## src/rtl/driver_word_serializer.sv

```systemverilog
// Serializes FIFO words over LANES serial lines with shift clock and latch.
// Define SERIALIZER_LSB_FIRST_EN to shift each lane LSB first.
module driver_word_serializer #(
   parameter int DATA_WIDTH    = 192,
   parameter int LANES         = 16,
   parameter int BITS_PER_LANE = 12,
   parameter int SCLK_HALF     = 1,
   parameter int LATCH_CYCLES  = 2,
   parameter int CNT_WIDTH     = 16
) (
   input  logic                  clk,
   input  logic                  rstn,
   output logic                  rd,
   input  logic                  rd_strobe,
   input  logic [DATA_WIDTH-1:0] data_in,
   output logic                  sclk,
   output logic [LANES-1:0]      sdata,
   output logic                  latch,
   output logic                  busy,
   output logic                  underrun,
   output logic                  overrun,
   output logic [CNT_WIDTH-1:0]  frame_count
);

   localparam int BW = (BITS_PER_LANE > 1) ? $clog2(BITS_PER_LANE) : 1;
   localparam int IW = (DATA_WIDTH > 1) ? $clog2(DATA_WIDTH) : 1;
   localparam logic [BW-1:0] BIT_LAST = BW'(BITS_PER_LANE - 1);
   localparam logic [4:0]    PH_RISE  = 5'(SCLK_HALF - 1);
   localparam logic [4:0]    PH_LAST  = 5'(2 * SCLK_HALF - 1);
   localparam logic [3:0]    LAT_LAST = 4'(LATCH_CYCLES - 1);

   typedef enum logic [1:0] {IDLE, LOAD, SHIFT, LATCH} state_t;

   state_t                state;
   logic [DATA_WIDTH-1:0] hold;
   logic [DATA_WIDTH-1:0] shreg;
   logic                  hold_valid;
   logic                  cap_pend;
   logic                  started;
   logic [BW-1:0]         bit_cnt;
   logic [4:0]            phase_cnt;
   logic [3:0]            lat_cnt;

   assign rd = ~hold_valid & ~cap_pend;

   function automatic logic [LANES-1:0] lane_bits(
      input logic [DATA_WIDTH-1:0] w,
      input logic [BW-1:0]         b
   );
      logic [LANES-1:0] r;
      logic [IW-1:0]    idx;
      r = '0;
      for (int k = 0; k < LANES; k++) begin
`ifdef SERIALIZER_LSB_FIRST_EN
         idx = IW'(k * BITS_PER_LANE + int'(b));
`else
         idx = IW'(k * BITS_PER_LANE + BITS_PER_LANE - 1 - int'(b));
`endif
         r[k] = w[idx];
      end
      return r;
   endfunction

   always_ff @(posedge clk or negedge rstn) begin
      if (!rstn) begin
         state       <= IDLE;
         hold        <= '0;
         shreg       <= '0;
         hold_valid  <= 1'b0;
         cap_pend    <= 1'b0;
         started     <= 1'b0;
         bit_cnt     <= '0;
         phase_cnt   <= '0;
         lat_cnt     <= '0;
         sclk        <= 1'b0;
         sdata       <= '0;
         latch       <= 1'b0;
         busy        <= 1'b0;
         underrun    <= 1'b0;
         overrun     <= 1'b0;
         frame_count <= '0;
      end else begin
         underrun <= 1'b0;
         // A strobe while the buffer is occupied drops the word.
         if (rd_strobe) begin
            if (hold_valid | cap_pend) overrun  <= 1'b1;
            else                       cap_pend <= 1'b1;
         end
         if (cap_pend) begin
            hold       <= data_in;
            hold_valid <= 1'b1;
            cap_pend   <= 1'b0;
         end
         unique case (state)
            IDLE: begin
               if (hold_valid) begin
                  state <= LOAD;
                  busy  <= 1'b1;
               end
            end
            LOAD: begin
               shreg      <= hold;
               hold_valid <= 1'b0;
               bit_cnt    <= '0;
               phase_cnt  <= '0;
               started    <= 1'b1;
               sclk       <= 1'b0;
               sdata      <= lane_bits(hold, '0);
               state      <= SHIFT;
            end
            SHIFT: begin
               if (phase_cnt == PH_RISE) sclk <= 1'b1;
               if (phase_cnt == PH_LAST) begin
                  sclk      <= 1'b0;
                  phase_cnt <= '0;
                  if (bit_cnt == BIT_LAST) begin
                     sdata       <= '0;
                     latch       <= 1'b1;
                     lat_cnt     <= '0;
                     frame_count <= frame_count + CNT_WIDTH'(1);
                     state       <= LATCH;
                  end else begin
                     bit_cnt <= bit_cnt + BW'(1);
                     sdata   <= lane_bits(shreg, bit_cnt + BW'(1));
                  end
               end else begin
                  phase_cnt <= phase_cnt + 5'd1;
               end
            end
            LATCH: begin
               if (lat_cnt == LAT_LAST) begin
                  latch <= 1'b0;
                  if (hold_valid) begin
                     state <= LOAD;
                  end else begin
                     state    <= IDLE;
                     busy     <= 1'b0;
                     underrun <= started;
                  end
               end else begin
                  lat_cnt <= lat_cnt + 4'd1;
               end
            end
            default: state <= IDLE;
         endcase
      end
   end

endmodule
```

## config.mk

```make
export PLATFORM = sky130hd
export DESIGN_NAME = driver_word_serializer
export DESIGN_NICKNAME = d
export VERILOG_FILES = /design/src/rtl/driver_word_serializer.sv
export SDC_FILE = /design/constraint.sdc
export NUM_CORES = 1
export LEC_CHECK = 0
export ABC_AREA = 1
export CAP_MARGIN = 20
export CORE_MARGIN = 2
export CORE_UTILIZATION = 30
export DETAILED_ROUTE_END_ITERATION = 7
export GPL_ROUTABILITY_DRIVEN = 0
export PLACE_DENSITY_LB_ADDON = 0.12
export SLEW_MARGIN = 30
export SYNTH_ARGS = -nofsm -noshare
export SYNTH_HDL_FRONTEND = slang
export SYNTH_SLANG_ARGS = --single-unit
export TNS_END_PERCENT = 5
```

## constraint.sdc

```tcl
create_clock -name clk -period 2.3 [get_ports clk]
set_input_delay 0.46 -clock clk [delete_from_list [all_inputs] [get_ports clk]]
set_output_delay 0.46 -clock clk [all_outputs]
set_load 0.01 [all_outputs]
```

Word-level counts from Yosys, hierarchy flattened
Cells that the tools add are included.
Storage, ports and cells
  register bits: 439
  input bits: 195
  output and inout port bits: 38
  word-level logic and storage cells: 154
Cells by class
  $add $sub $neg: 20
  $lt $le $gt $ge: 16
  equality and inequality tests: 14
  mux-type cells: 69
  bitwise operators: 4
  reduce and logical (&&, ||, !) cells: 15
Operator list (count)
  $lt 8x9->1 const B: 16
  $bmux 1 s8: 16
  $sub 8x4->8 const A: 6
  $sub 7x4->8 const A: 5
  $mux 1: 33
  $mux 16: 2
  $pmux 16 s2: 1
  $sub 6x4->7 const A: 3
  $mux 4: 5
  $add 16x1->16 const B: 1
  $pmux 4 s2: 2
  $reduce_and 4->1: 4
  $ne 2x2->1 const B: 7
  $pmux 5 s2: 1
  $add 4x1->4 const B: 2
  $mux 2: 4
  $pmux 2 s4: 1
  $reduce_bool 2->1: 4
  $pmux 1 s2: 3
  $reduce_and 2->1: 3
  $reduce_and 3->1: 2
  $sub 5x4->6 const A: 1
  $add 5x1->5 const B: 1
  $eq 5x1->1 const B: 1
  12 further kinds: 14

Longest topological paths before layout
  depth in word-level cells: 7
  mapped depth: 14
  mapped depth without buffers: 13

Worst setup path before layout
No wires, ideal clock.
  path type: reg-to-reg
  start: register bit_cnt[0]
  end: register sdata[14]
  setup time: 0.077 ns
  data arrival time: 2.052 ns
  required time: 2.223 ns
  slack: 0.170 ns
  stages on the path, launching flop included: 13
  path buffers: 2
  period minus slack after synthesis: 2.130 ns
  cell sequence: dfrtp_1 -> ha_1 -> nand2_1 -> nand2_2 -> buf_2 -> ha_1 -> clkbuf_1 -> nand3_1 -> o21ai_1 -> nand2_1 -> nand3_1 -> nand3_1 -> a21oi_1
Between the ends
  longest elaborated chain between the ends: 7
  elaborated cells on any way between the ends: 8
  those cells by class: add/sub: 2; eq/ne: 1; mux: 5
Ends and longest elaborated chain
  from (decl): RTL line 40  | logic [BW-1:0] bit_cnt;
  from (signal assigned): RTL line 123  | bit_cnt <= bit_cnt + BW'(1);
  $add 4x1->4: RTL line 124  | sdata <= lane_bits(shreg, bit_cnt + BW'(1));
  $sub 8x4->8: RTL line 57  | idx = IW'(k * BITS_PER_LANE + BITS_PER_LANE - 1 - int'(b));
  $bmux 1 s8: RTL line 59  | r[k] = w[idx];
  $mux 1 (not written as such): RTL line 59
  $mux 16 *: RTL line 116  | if (bit_cnt == BIT_LAST) begin
  $mux 16 *: RTL line 113  | if (phase_cnt == PH_LAST) begin
  $pmux 16 s2 *: RTL line 94  | unique case (state)
  to (signal assigned): RTL line 108  | sdata <= lane_bits(hold, '0);
  to (signal assigned): RTL line 124
  to (decl): RTL line 17  | output logic [LANES-1:0] sdata,
Mark *: on every way between the ends. The rest lies on a longest branch, timed or not. The select of a mux whose other input is x is not followed.
A chain may end at the register's enable or synchronous reset.

Worst setup path after layout
  start: register bit_cnt[0]
  end: register sdata[2]
Between the ends
  longest elaborated chain between the ends: 7
  elaborated cells on any way between the ends: 8
  those cells by class: add/sub: 2; eq/ne: 1; mux: 5
Ends and longest elaborated chain (RTL line)
  $add 4x1->4: 124
  $sub 6x4->7: 57
  $bmux 1 s8: 59
  $mux 1 (not written as such): 59
  $mux 16 *: 116
  $mux 16 *: 113
  $pmux 16 s2 *: 94
Marks and branches as above.

==> summary.txt <==
STA
  • Max-slew headroom: 0.660
  • Hold slack: 0.390 ns
  • Hold Fails Final Rpt: 0
  • Tcrit/Tclk final: 0.944
  • Worst-Margin Slew: 0.511 ns
  • Skew final: 0.0191 ns
  • Final min period: 2.17 ns
  • Setup violators final: 0
  • Slew Viols, Final: 0
  • Fin worst setup slack: 0.130 ns
  • Max frequency: 461 MHz

Cells and area
  • Post-layout net count: 2640
  • Non-filler instance count after layout: 3320
  • Commonest non-fill, non-tap cell in the layout: nand2_1
  • Share of layout cells above drive strength 1: 0.0857
  • N_diodes: 0
  • Filler Cells Inserted: 6521
  • Area delta synth->final: 28.1%
  • Most frequent cells in the layout: nand2_1, dfrtp_1, o21ai_0

Placement
  • Placed insts: 3224
  • Port buffer count: 232
  • Hpwl dp: 37600 µm
  • Dpl ws: 0.0945 ns

Synth
  • Synth Warn #: 0
  • Synth top area cells: dfrtp_1, nand2_1, o21ai_0
  • Post-Syn Area: 19100 µm²
  • Yosys cell types: 33
  • Syn Inst Count: 2221
  • Synthesized area per cell: 8.61 µm²
  • #FFs+latches synth: 439
  • Post-synthesis sequential area ratio: 0.574
  • Syn nets: 2429
  • Synth area leader: dfrtp_1
  • Post-synth top area share: 0.574

Worst setup path
  • R2R Path End: sdata[2]$_DFFE_PN0P_
  • Worst endpoint required time: 2.81 ns
  • FF-to-FF path depth: 13
  • Crit path capture: sdata[2]$_DFFE_PN0P_
  • CP arrival: 2.68 ns
  • CP Launch Type: flop
  • CP endpoint kind: flop
  • Flop2flop setup slack: 0.13 ns
  • Worst R2R Start: bit_cnt[0]$_DFFE_PN0P_
  • WS Path Type: reg -> reg
  • Max Fanout on Critical Path: 6
  • CP startpoint: bit_cnt[0]$_DFFE_PN0P_

Clocking
  • CTS root buffer: clkbuf_16
  • TritonCTS Sinks: 439
  • Clk buf depth: 3
  • Post-CTS Setup Inserts: 0
  • Clk_lat worst skew: 0.59 ns
  • Worst-path clk slew: 0.06 ns
  • CTS tree: built
  • CTS H-Tree Depth: 2
  • Inserted Clock Buffers: 51

Global routing
  • Busiest grt layer: met2
  • GR Util met3: 0.0296
  • Total GRT Usage: 0.167
  • Met1 Usage GRT: 0.230
  • Vias in the first global route: 15500
  • GRT met2 Usage: 0.270
  • Initial antenna violation count: 0
  • First-pass GRT wire length: 87600 µm
  • Pin count of the biggest net entering global routing: 133
  • GRT Residual Overflow: 0

Drt
  • Routed Antenna Nets: 0
  • DRC marker count from the first detailed-route iteration: 999
  • Final WL: 54600 µm
  • DR vias/cell: 4.58
  • # DRC: 0
  • WL per Instance: 16.5 µm
  • Drt first pass iters: 5
  • Via count: 15200

Min path
  • Worst min path class: in -> async

Die
  • # IOs: 233
  • Die area: 65800 µm²
  • FP Rows: 92
  • Starting Density: 0.303
  • Core Area: 63100 µm²
  • Die Y: 257 µm
  • Die X: 257 µm

Power
  • P_leak: 11.2 nW
  • Max VDD drop: 0.557 mV
  • Pwr Density: 1430 nW/µm²

Status
  • Status: finished clean

Flow run
  • Max-cap violations: 0
[critical path, cell delays in order, from the launching register on]
cell and delay (ns):
dfrtp_4 0.51, ha_2 0.22, inv_1 0.08, nand2_1 0.07
nand2_2 0.11, ha_2 0.33, clkinv_1 0.07, buf_4 0.15
nand3_1 0.09, nand3_1 0.11, nand3_2 0.11, nand2_1 0.09
nand2_1 0.05, a21oi_1 0.11
[state kept, by name, indices dropped and copies added (netlist names), 2 cells and up]
signal and flops:
frame_count 16, phase_cnt 5, sdata 16, shreg 192
hold 192, bit_cnt 4, state 2, lat_cnt 4
[worst min-delay path by stage]
| stage | start | endpoint | slack [ns] | cells after the start |
|---|---|---|---|---|
| after floorplan | rstn | bit_cnt[0]$_DFFE_PN0P_ | 0.16 | 0 |
| after global placement | rstn | hold[96]$_DFFE_PN0P_ | 0.41 | 1 |
| after detailed placement | rstn | hold[96]$_DFFE_PN0P_ | 0.40 | 1 |
| after CTS | rstn | hold[35]$_DFFE_PN0P_ | 0.38 | 2 |
| after global routing | rstn | hold[96]$_DFFE_PN0P_ | 0.40 | 2 |
| final | rstn | hold[54]$_DFFE_PN0P_ | 0.39 | 2 |
[report_power, final]
part           total [mW]  internal (mW)  switching (mW)
sequential           12.7           11.2            1.58
clock                9.10           5.79            3.31
combinational        13.1           4.76            8.39
[layout make-up]
type / instances / area (µm²) / share of cell area
tap: 846 / 1060 / 0.0432
clock inverter: 25 / 414 / 0.0169
sequential: 439 / 11000 / 0.449
timing repair buffer: 284 / 2940 / 0.120
clock buffer: 70 / 1500 / 0.0612
inverter: 234 / 890 / 0.0363
multi-input combinational: 1422 / 6710 / 0.274
[per-layer routing]
layer / wire [µm] / vias to the layer above
met2: 25600 / 277
met3: 2350 / 72
met4: 1110 / 0
met5: 0 / -
met1: 25600 / 7334
li1: - / 7523
[synthesized netlist by cell type]
cell type / n
a21oi_1: 44
and3_1: 3
buf_2: 54
buf_4: 9
buf_6: 1
clkbuf_1: 62
clkinv_1: 1
clkinv_2: 1
dfrtp_1: 439
ha_1: 13
inv_1: 222
inv_2: 10
mux2_2: 39
nand2_1: 675
nand2_2: 3
nand3_1: 168
nand3_2: 2
nand3_4: 1
nand4_1: 7
nor2_1: 53
nor2_2: 2
nor3_1: 6
nor3_2: 2
nor3b_1: 1
nor4_1: 1
o21ai_0: 358
o21ai_1: 16
o21bai_1: 1
o22a_1: 2
o22ai_1: 7
or2_2: 1
xnor2_1: 4
xor2_1: 13
[per-stage QoR]
step	util	setup TNS [ns]	total power [mW]	cell area (µm²)
finish	0.389	0	35.0	24500
global placement	0.358	0	26.0	22600
floorplan	-	0	21.1	19100
detailed placement	0.358	0	26.2	22600
global route	0.389	-0.0213	38.0	24500
CTS	0.388	0	35.6	24500
[what timing repair did]
action	CTS	global route
endpoints found under the hold margin	32	0
hold buffers	1	0
endpoints found under the setup margin	1	5
gates resized for setup	3	5
[cell families after synthesis]
family | Yosys count | synth area share
compound gates | 428 | 0.113
xor+xnor | 17 | 0.00778
fa+ha+maj | 13 | 0.00850
buf+inv | 360 | 0.0764
flops | 439 | 0.574
mux | 39 | 0.0230
simple gates | 925 | 0.197
Power figures use the tool's default switching activity.
